### config.mk
export PLATFORM = sky130hd
export DESIGN_NAME = unified_mem_arbiter
export DESIGN_NICKNAME = d
export VERILOG_FILES = /design/src/rtl/mem_arb_pkg.sv /design/src/rtl/mem_arb_pick.sv /design/src/rtl/unified_mem_arbiter.sv
export SDC_FILE = /design/constraint.sdc
export NUM_CORES = 1
export LEC_CHECK = 0
export CAP_MARGIN = 20
export CORE_UTILIZATION = 30
export DETAILED_ROUTE_END_ITERATION = 7
export SYNTH_ARGS = -nofsm -noshare
export SYNTH_HDL_FRONTEND = slang
export SYNTH_SLANG_ARGS = --single-unit
### constraint.sdc
create_clock -name clk -period 1.35 [get_ports clk]
set_clock_uncertainty 0.05 [all_clocks]
set_input_delay 0.3375 -clock clk [delete_from_list [all_inputs] [get_ports clk]]
set_output_delay 0.3375 -clock clk [all_outputs]
set_load 0.005 [all_outputs]
### src/rtl/mem_arb_pkg.sv
// Shared definitions for the unified memory arbiter.
//   SEL_*   : codes driven on mux_sel into the existing 4:1 address/wdata mux
//   state_t : arbiter FSM states
package mem_arb_pkg;

    localparam logic [1:0] SEL_IF   = 2'b00;
    localparam logic [1:0] SEL_DATA = 2'b01;
    localparam logic [1:0] SEL_AUX  = 2'b10;
    localparam logic [1:0] SEL_IDLE = 2'b11;

    typedef enum logic {
        ST_IDLE = 1'b0,
        ST_BUSY = 1'b1
    } state_t;

endpackage

### src/rtl/mem_arb_pick.sv
// Combinational priority picker for the unified memory arbiter.
//   if_req, d_req, aux_req : pending requests
//   starved                : aux has waited STARVE_MAX grants
//   gnt                    : some request is pending
//   owner                  : mux select code of the winner (SEL_IDLE if none)
module mem_arb_pick
    import mem_arb_pkg::*;
(
    input  logic       if_req,
    input  logic       d_req,
    input  logic       aux_req,
    input  logic       starved,
    output logic       gnt,
    output logic [1:0] owner
);

    always_comb begin
        gnt   = if_req | d_req | aux_req;
        owner = SEL_IDLE;
        if (aux_req && starved)
            owner = SEL_AUX;
        else if (d_req)
            owner = SEL_DATA;   // MEM-stage instruction is older than the fetch
        else if (if_req)
            owner = SEL_IF;
        else if (aux_req)
            owner = SEL_AUX;
    end

endmodule

### src/rtl/unified_mem_arbiter.sv
// Sequencer for the single-ported unified instruction/data memory.
//   clk, rst_n          : clock, synchronous active-low reset
//   if_req              : fetch request (held until if_ack)
//   d_req, d_we         : load/store request and store flag
//   aux_req, aux_we     : debug/loader request and write flag
//   mux_sel             : 00=IF 01=DATA 10=AUX 11=IDLE
//   mem_en, mem_we      : memory strobes for the current access
//   if_ack/d_ack/aux_ack: one-cycle completion pulses
//   if_stall, mem_stall : pipeline stall lines
module unified_mem_arbiter
    import mem_arb_pkg::*;
#(
    parameter int MEM_LAT    = 2,
    parameter int STARVE_MAX = 4,
    parameter int CW         = 3
) (
    input  logic       clk,
    input  logic       rst_n,
    input  logic       if_req,
    input  logic       d_req,
    input  logic       d_we,
    input  logic       aux_req,
    input  logic       aux_we,
    output logic [1:0] mux_sel,
    output logic       mem_en,
    output logic       mem_we,
    output logic       if_ack,
    output logic       d_ack,
    output logic       aux_ack,
    output logic       if_stall,
    output logic       mem_stall
);

    localparam int   BW   = $clog2(MEM_LAT + 1);
    localparam logic LAT1 = (MEM_LAT == 1);

    state_t        state;
    logic [BW-1:0] busy_cnt;
    logic [BW-1:0] cnt_next;
    logic [CW-1:0] starve_cnt;
    logic          starved;
    logic          gnt;
    logic [1:0]    owner;

    assign starved  = (starve_cnt == CW'(STARVE_MAX));
    assign cnt_next = busy_cnt - BW'(1);

    mem_arb_pick u_pick (
        .if_req  (if_req),
        .d_req   (d_req),
        .aux_req (aux_req),
        .starved (starved),
        .gnt     (gnt),
        .owner   (owner)
    );

    always_ff @(posedge clk) begin
        if (!rst_n) begin
            state      <= ST_IDLE;
            mux_sel    <= SEL_IDLE;
            mem_en     <= 1'b0;
            mem_we     <= 1'b0;
            if_ack     <= 1'b0;
            d_ack      <= 1'b0;
            aux_ack    <= 1'b0;
            busy_cnt   <= '0;
            starve_cnt <= '0;
        end else begin
            // Dropping aux_req clears starvation; a grant below overrides this.
            if (!aux_req)
                starve_cnt <= '0;
            case (state)
                ST_IDLE: begin
                    if (gnt) begin
                        state    <= ST_BUSY;
                        mux_sel  <= owner;
                        mem_en   <= 1'b1;
                        busy_cnt <= BW'(MEM_LAT);
                        mem_we   <= (owner == SEL_DATA) ? d_we :
                                    (owner == SEL_AUX)  ? aux_we : 1'b0;
                        // With single-cycle latency the first BUSY cycle is also the last.
                        if_ack   <= LAT1 && (owner == SEL_IF);
                        d_ack    <= LAT1 && (owner == SEL_DATA);
                        aux_ack  <= LAT1 && (owner == SEL_AUX);
                        if (owner == SEL_AUX)
                            starve_cnt <= '0;
                        else if (aux_req && !starved)
                            starve_cnt <= starve_cnt + CW'(1);
                    end
                end
                ST_BUSY: begin
                    if (busy_cnt == BW'(1)) begin
                        state    <= ST_IDLE;
                        mux_sel  <= SEL_IDLE;
                        mem_en   <= 1'b0;
                        mem_we   <= 1'b0;
                        if_ack   <= 1'b0;
                        d_ack    <= 1'b0;
                        aux_ack  <= 1'b0;
                        busy_cnt <= '0;
                    end else begin
                        busy_cnt <= cnt_next;
                        if_ack   <= (cnt_next == BW'(1)) && (mux_sel == SEL_IF);
                        d_ack    <= (cnt_next == BW'(1)) && (mux_sel == SEL_DATA);
                        aux_ack  <= (cnt_next == BW'(1)) && (mux_sel == SEL_AUX);
                    end
                end
                default: state <= ST_IDLE;
            endcase
        end
    end

    assign if_stall  = if_req & ~if_ack;
    assign mem_stall = d_req & ~d_ack;

endmodule

==> flow_metrics.py, run 1 <==
metrics = {
    "worst_setup_path": {
        "path_class": "flip-flop to flip-flop",
        "worstPathArrival_ps": 1500,
        "r2r-end": "starve_cnt[1]",
        "crit_path_end_kind": "flip-flop",
        "r2r_slack_ps": 10,
        "worstPathCellList": "inv_2, ha_4, a21o_1, or3b_1, a21oi_2",
        "critical_path.top_delay_family": "simple AND/OR/NAND/NOR gates",
        "required_ps": 1510,
        "cp_max_fo": 3,
        "critPathMaxStageDelay_ps": 370,
        "start_kind": "flip-flop",
        "cp_slowest_cell": "or3b_1",
        "crit_buf_inv": 1,
        "r2r_cells": 5,
        "r2r_start": "starve_cnt[1]",
    },
    "clock_network": {
        "clock-root-buffer": "clkbuf_4",
        "htreeDepth": 1,
        "clk_pin_slew_ps": 80,
        "cts_buffer_depth": 2,
        "clock_sinks": 13,
        "cts_tree": "yes",
        "cts_hold_buffers": 0,
        "cts_buffers": 3,
        "clock_latency_ps": 280,
    },
    "global_routing": {
        "antenna_found_initial": 0,
        "grt_pass1_vias": 532,
        "grt_pass1_wl_mm": 2.20,
        "grt-ovfl-total": 0,
        "grt_max_degree": 10,
        "grt_usage_pct": 14.2,
    },
    "layout": {
        "fillers": 189,
        "area_delta_synth_final_pct": 52.1,
        "finish.utilization_pct": 48.7,
        "final_area_um2": 965,
        "drive_gt1_share_pct": 33.7,
        "fin_nets": 116,
        "diodes": 0,
        "layout.cells.non_filler": 131,
    },
    "sta": {
        "grt_setup_unrepaired": "yes",
        "post-route-period-util_pct": 99.0,
        "fin_ws_ps": 13.2,
        "period_needed_ps": 1340,
        "setup_viol": 0,
        "setup_tns_ps": 0,
        "slew_headroom_pct": 82.7,
        "tightestPinTransition_ps": 258,
        "worst_hold_slack_ps": 414,
        "max_freq_ghz": 0.748,
        "finalHoldViolations": 0,
        "drv_slew": 0,
    },
    "place": {
        "pre_cts_slack_ps": -474,
        "dp.cells": 126,
        "placed_cell_area_um2": 913,
        "port_buffers": 15,
        "place.gp.congestion": 0.757,
        "dpl.hpwl_mm": 1.09,
    },
    "routing": {
        "wirelength_mm": 1.47,
        "avgRoutedWirePerCell_um": 11.2,
        "num_vias": 624,
        "initialDrtViolationCount": 5,
        "drc_errors": 0,
        "detail-route-antenna-nets": 0,
        "via_per_inst": 4.76,
        "firstDrtPassIters": 4,
    },
    "synthesis": {
        "ys_seq_elements": 13,
        "synth_top_area_cell": "dfxtp_1",
        "synth_commonest_cells": "dfxtp_1 (13), nand2_1 (7), nor2b_1 (7)",
        "synth_top_area_share_pct": 41.0,
        "syn_nets": 83,
        "synth_area_leaders": "dfxtp_1 (41%), ha_1 (7.9%), nor2b_1 (6.9%), nand2_1 (4.1%), a21oi_1 (3.9%)",
        "syn_inst": 72,
        "ys_seq_area_share_pct": 41.0,
        "syn_area_um2": 634,
        "ys_warn_count": 0,
        "avgSynthCellArea_um2": 8.81,
        "synth_cell_types": 23,
        "synthArstFlopShare_pct": 0,
        "synth_edf_count": 0,
        "yosysMostFrequentCell": "dfxtp_1",
        "synth_flop_cell": "dfxtp_1",
    },
    "worst_hold_path": {
        "hold_path_depth": 1,
        "hold_path.class": "flip-flop to flip-flop",
        "hold_path_startpoint": "mem_en",
        "hold-path-endpoint": "mem_en",
    },
    "pwr": {
        "leakagePower_nw": 0.426,
        "power_uw": 827,
        "p_per_area_mw_per_mm2": 857,
        "irDropWorstVdd_mv": 0.611,
    },
    "floorplanning": {
        "placementRows": 16,
        "start_util_pct": 32.0,
        "die_x_um": 48.0,
        "ios": 16,
        "core_region_area_mm2": 0.00198,
        "die_area_mm2": 0.00230,
        "die_h_um": 48.0,
    },
    "outcome": {
        "status": "completed",
    },
    "flow_run": {
        "drv_cap": 0,
    },
}
cell families (layout without fill, tap and decap cells):
group / count (synthesis) / after routing / share of synthesized area (%)
mux: 1 / 1 / 1.58
compound gates: 17 / 17 / 18.3
buf+inv: 7 / 39 / 4.54
flops: 13 / 13 / 41.0
simple gates: 30 / 30 / 26.6
fa+ha+maj: 4 / 4 / 7.89
cells in the final DEF (no fill, tap or decap), drive strengths merged, types with 2 or more instances in the layout:
cell type       n
a21o            2
nor2b           7
dlygate4sd2    10
clkdlybuf4s50   3
nor2            7
inv             5
buf            17
ha              4
nand2           7
nor3            4
o32a            2
clkbuf          4
o21ai           3
dfxtp          13
a21oi           5
a22oi           2
layout make-up:
class | instances | area, um2 | area share (%)
Multi-Input combinational cell | 52 | 374 | 38.8
Timing Repair Buffer | 30 | 244 | 25.3
Inverter | 5 | 18.8 | 1.95
Tap cell | 27 | 33.8 | 3.50
Clock buffer | 4 | 26.3 | 2.72
Sequential cell | 13 | 268 | 27.8
registers in the layout, indices dropped and copies added (netlist names):
| name | cells |
|---|---|
| mem_en | 1 |
| state | 1 |
| starve_cnt | 3 |
| mem_we | 1 |
| busy_cnt | 2 |
| aux_ack | 1 |
| mux_sel | 2 |
| d_ack | 1 |
| if_ack | 1 |
timing repair:
action,4_1_cts,5_1_grt
endpoints found under the setup margin,19,5
resized for setup,30,5
buffers inserted,3,0
pin swaps,6,8
per-layer routing:
layer	wire [um]	global-route usage [%]	part of all wire (%)	vias up
li1	-	-	-	314
met1	687	17.9	47	297
met2	721	21.1	49	11
met3	53	6.79	3.6	2
met4	10	5.00	0.68	0
met5	0	0	0	-
report_power, final:
group / internal, mW / switching (mW)
Clock: 0.115 / 0.128
Sequential: 0.404 / 0.0127
Combinational: 0.0924 / 0.0754
worst max-delay path by stage:
stage / endpoint / slack [ps] / cells past startpoint / start
after floorplan: mem_we / 10 / 5 / starve_cnt[0]
after global placement: mem_stall / -460 / 3 / d_req
after detailed placement: if_stall / -470 / 3 / if_req
after CTS: starve_cnt[1] / -5 / 5 / starve_cnt[0]
after global routing: starve_cnt[1] / -70 / 5 / starve_cnt[0]
final: starve_cnt[1] / 10 / 5 / starve_cnt[1]
Power figures use the tool's default switching activity.
==> run 2: changes to the inputs <==
--- a/constraint.sdc
+++ b/constraint.sdc
@@ -4,2 +4,2 @@
 set_output_delay 0.3375 -clock clk [all_outputs]
-set_load 0.005 [all_outputs]
+set_load 0.01 [all_outputs]
==> flow_metrics.py, run 2 (synthesis gave the netlist of run 1 again) <==
metrics = {
    "worst_setup_path": {
        "crit_buf_inv": 1,
        "required_ps": 1510,
        "critPathMaxStageDelay_ps": 370,
        "crit_path_end_kind": "flip-flop",
        "worstSetupStartpoint": "starve_cnt[1]",
        "critical_path.top_delay_family": "simple AND/OR/NAND/NOR gates",
        "worstPathArrival_ps": 1490,
        "cp_max_fo": 3,
        "cp_slowest_cell": "or3b_1",
        "start_kind": "flip-flop",
        "r2r_start": "starve_cnt[1]",
        "worstPathCellList": "inv_2, ha_4, a21o_1, or3b_1, a21oi_2",
        "path_class": "flip-flop to flip-flop",
    },
    "global_routing": {
        "antenna_found_initial": 0,
        "grt_usage_pct": 13.8,
        "grt_max_degree": 10,
        "grt_pass1_wl_mm": 2.15,
        "grt_pass1_vias": 529,
        "grt-ovfl-total": 0,
    },
    "layout": {
        "reg_top3": "starve_cnt x3, busy_cnt x2, mux_sel x2",
        "multi_input_area_um2": 379,
        "fillers": 199,
        "largest_reg_flops": 3,
        "drive_gt1_share_pct": 31.7,
        "layout.cells.non_filler": 131,
        "layout_commonest_cell": "buf_4",
        "regArea_um2": 264,
        "diodes": 0,
        "top_register": "starve_cnt",
        "finish.utilization_pct": 48.9,
        "final_area_um2": 968,
        "final_cell_mix": "buf_4 (14), dfxtp_1 (10), dlygate4sd2_1 (8)",
        "area_delta_synth_final_pct": 52.7,
        "fin_nets": 116,
    },
    "place": {
        "pre_cts_slack_ps": -509,
        "place.gp.congestion": 0.757,
        "dpl.hpwl_mm": 1.10,
        "port_buffers": 15,
        "placed_cell_area_um2": 913,
        "dp.cells": 126,
    },
    "sta": {
        "tightestPinTransition_ps": 257,
        "grt_setup_unrepaired": "yes",
        "finalHoldViolations": 0,
        "fin_ws_ps": 23.4,
        "worst_hold_slack_ps": 424,
        "drv_slew": 0,
        "period_needed_ps": 1330,
        "slew_headroom_pct": 82.7,
        "setup_viol": 0,
        "max_freq_ghz": 0.754,
        "post-route-period-util_pct": 98.3,
    },
    "routing": {
        "firstDrtPassIters": 3,
        "drc_errors": 0,
        "num_vias": 623,
        "avgRoutedWirePerCell_um": 11.4,
        "detail-route-antenna-nets": 0,
        "via_per_inst": 4.76,
        "initialDrtViolationCount": 7,
        "wirelength_mm": 1.49,
    },
    "clock_network": {
        "clock_latency_ps": 280,
        "htreeDepth": 1,
        "clk_pin_slew_ps": 80,
        "cts_buffers": 3,
        "cts_buffer_depth": 2,
        "cts_tree": "yes",
        "clock_sinks": 13,
        "clock-root-buffer": "clkbuf_4",
    },
    "flow_run": {
        "drv_cap": 0,
    },
    "floorplanning": {
        "start_util_pct": 32.0,
        "die_h_um": 48.0,
        "placementRows": 16,
        "die_area_mm2": 0.00230,
        "ios": 16,
        "die_x_um": 48.0,
        "core_region_area_mm2": 0.00198,
    },
    "worst_hold_path": {
        "hold_path.class": "flip-flop to flip-flop",
        "hold_path_startpoint": "mem_en",
    },
    "pwr": {
        "irDropWorstVdd_mv": 0.503,
        "p_per_area_mw_per_mm2": 859,
        "leakagePower_nw": 0.411,
    },
    "outcome": {
        "status": "completed",
    },
}
## run 2: cell types whose count changed in the layout (fill, tap and decap cells not counted), moves of 2 or more
cell	previous run	this run
clkdlybuf4s15_1	0	2
dlygate4sd2_1	10	8
dfxtp_2	6	3
dfxtp_1	7	10
## run 2: where the power goes
group / internal, mW / total [mW] / switching [mW]
sequential: 0.404 / 0.416 / 0.0124
combinational: 0.0923 / 0.174 / 0.0818
clock: 0.115 / 0.242 / 0.127
total: 0.611 / 0.832 / 0.221
## run 2: final timing paths
check,end,slack [ps],cells after the start
hold / removal,mem_en,420,1
setup reg to reg,starve_cnt[1],20,5
hold reg to reg,mem_en,420,1
setup / recovery,starve_cnt[1],20,5
## run 2: what timing repair did
action | 4_1_cts | 5_1_grt
setup endpoints to repair | 20 | 7
pin swaps | 7 | 5
setup buffers | 1 | 0
hold buffers | 0 | 0
resized for setup | 25 | 9
## run 2: area by class of cell
cell class	count	area share, %
repair buffers	30	25.5
well taps	27	3.49
multi-input cells	52	39.1
inverters	5	1.94
clock buffers	4	2.71
flip-flops and latches	13	27.3
## run 2: routing by layer
| layer | part of all wire [%] | track usage [%] | up-vias |
|---|---|---|---|
| met5 | 0 | 0 | - |
| met4 | 3.0 | 6.67 | 0 |
| met3 | 3.6 | 5.66 | 6 |
| met2 | 49 | 21.6 | 13 |
| met1 | 44 | 16.4 | 292 |
| li1 | - | - | 312 |
## run 2: stage by stage
| step | total power [mW] | TNS, ps |
|---|---|---|
| after floorplan | 0.503 | 0 |
| final | 0.832 | 0 |
| after global placement | 0.598 | -5280 |
| after detailed placement | 0.601 | -5630 |
| after global routing | 0.884 | -81.6 |
| after CTS | 0.839 | -4.55 |
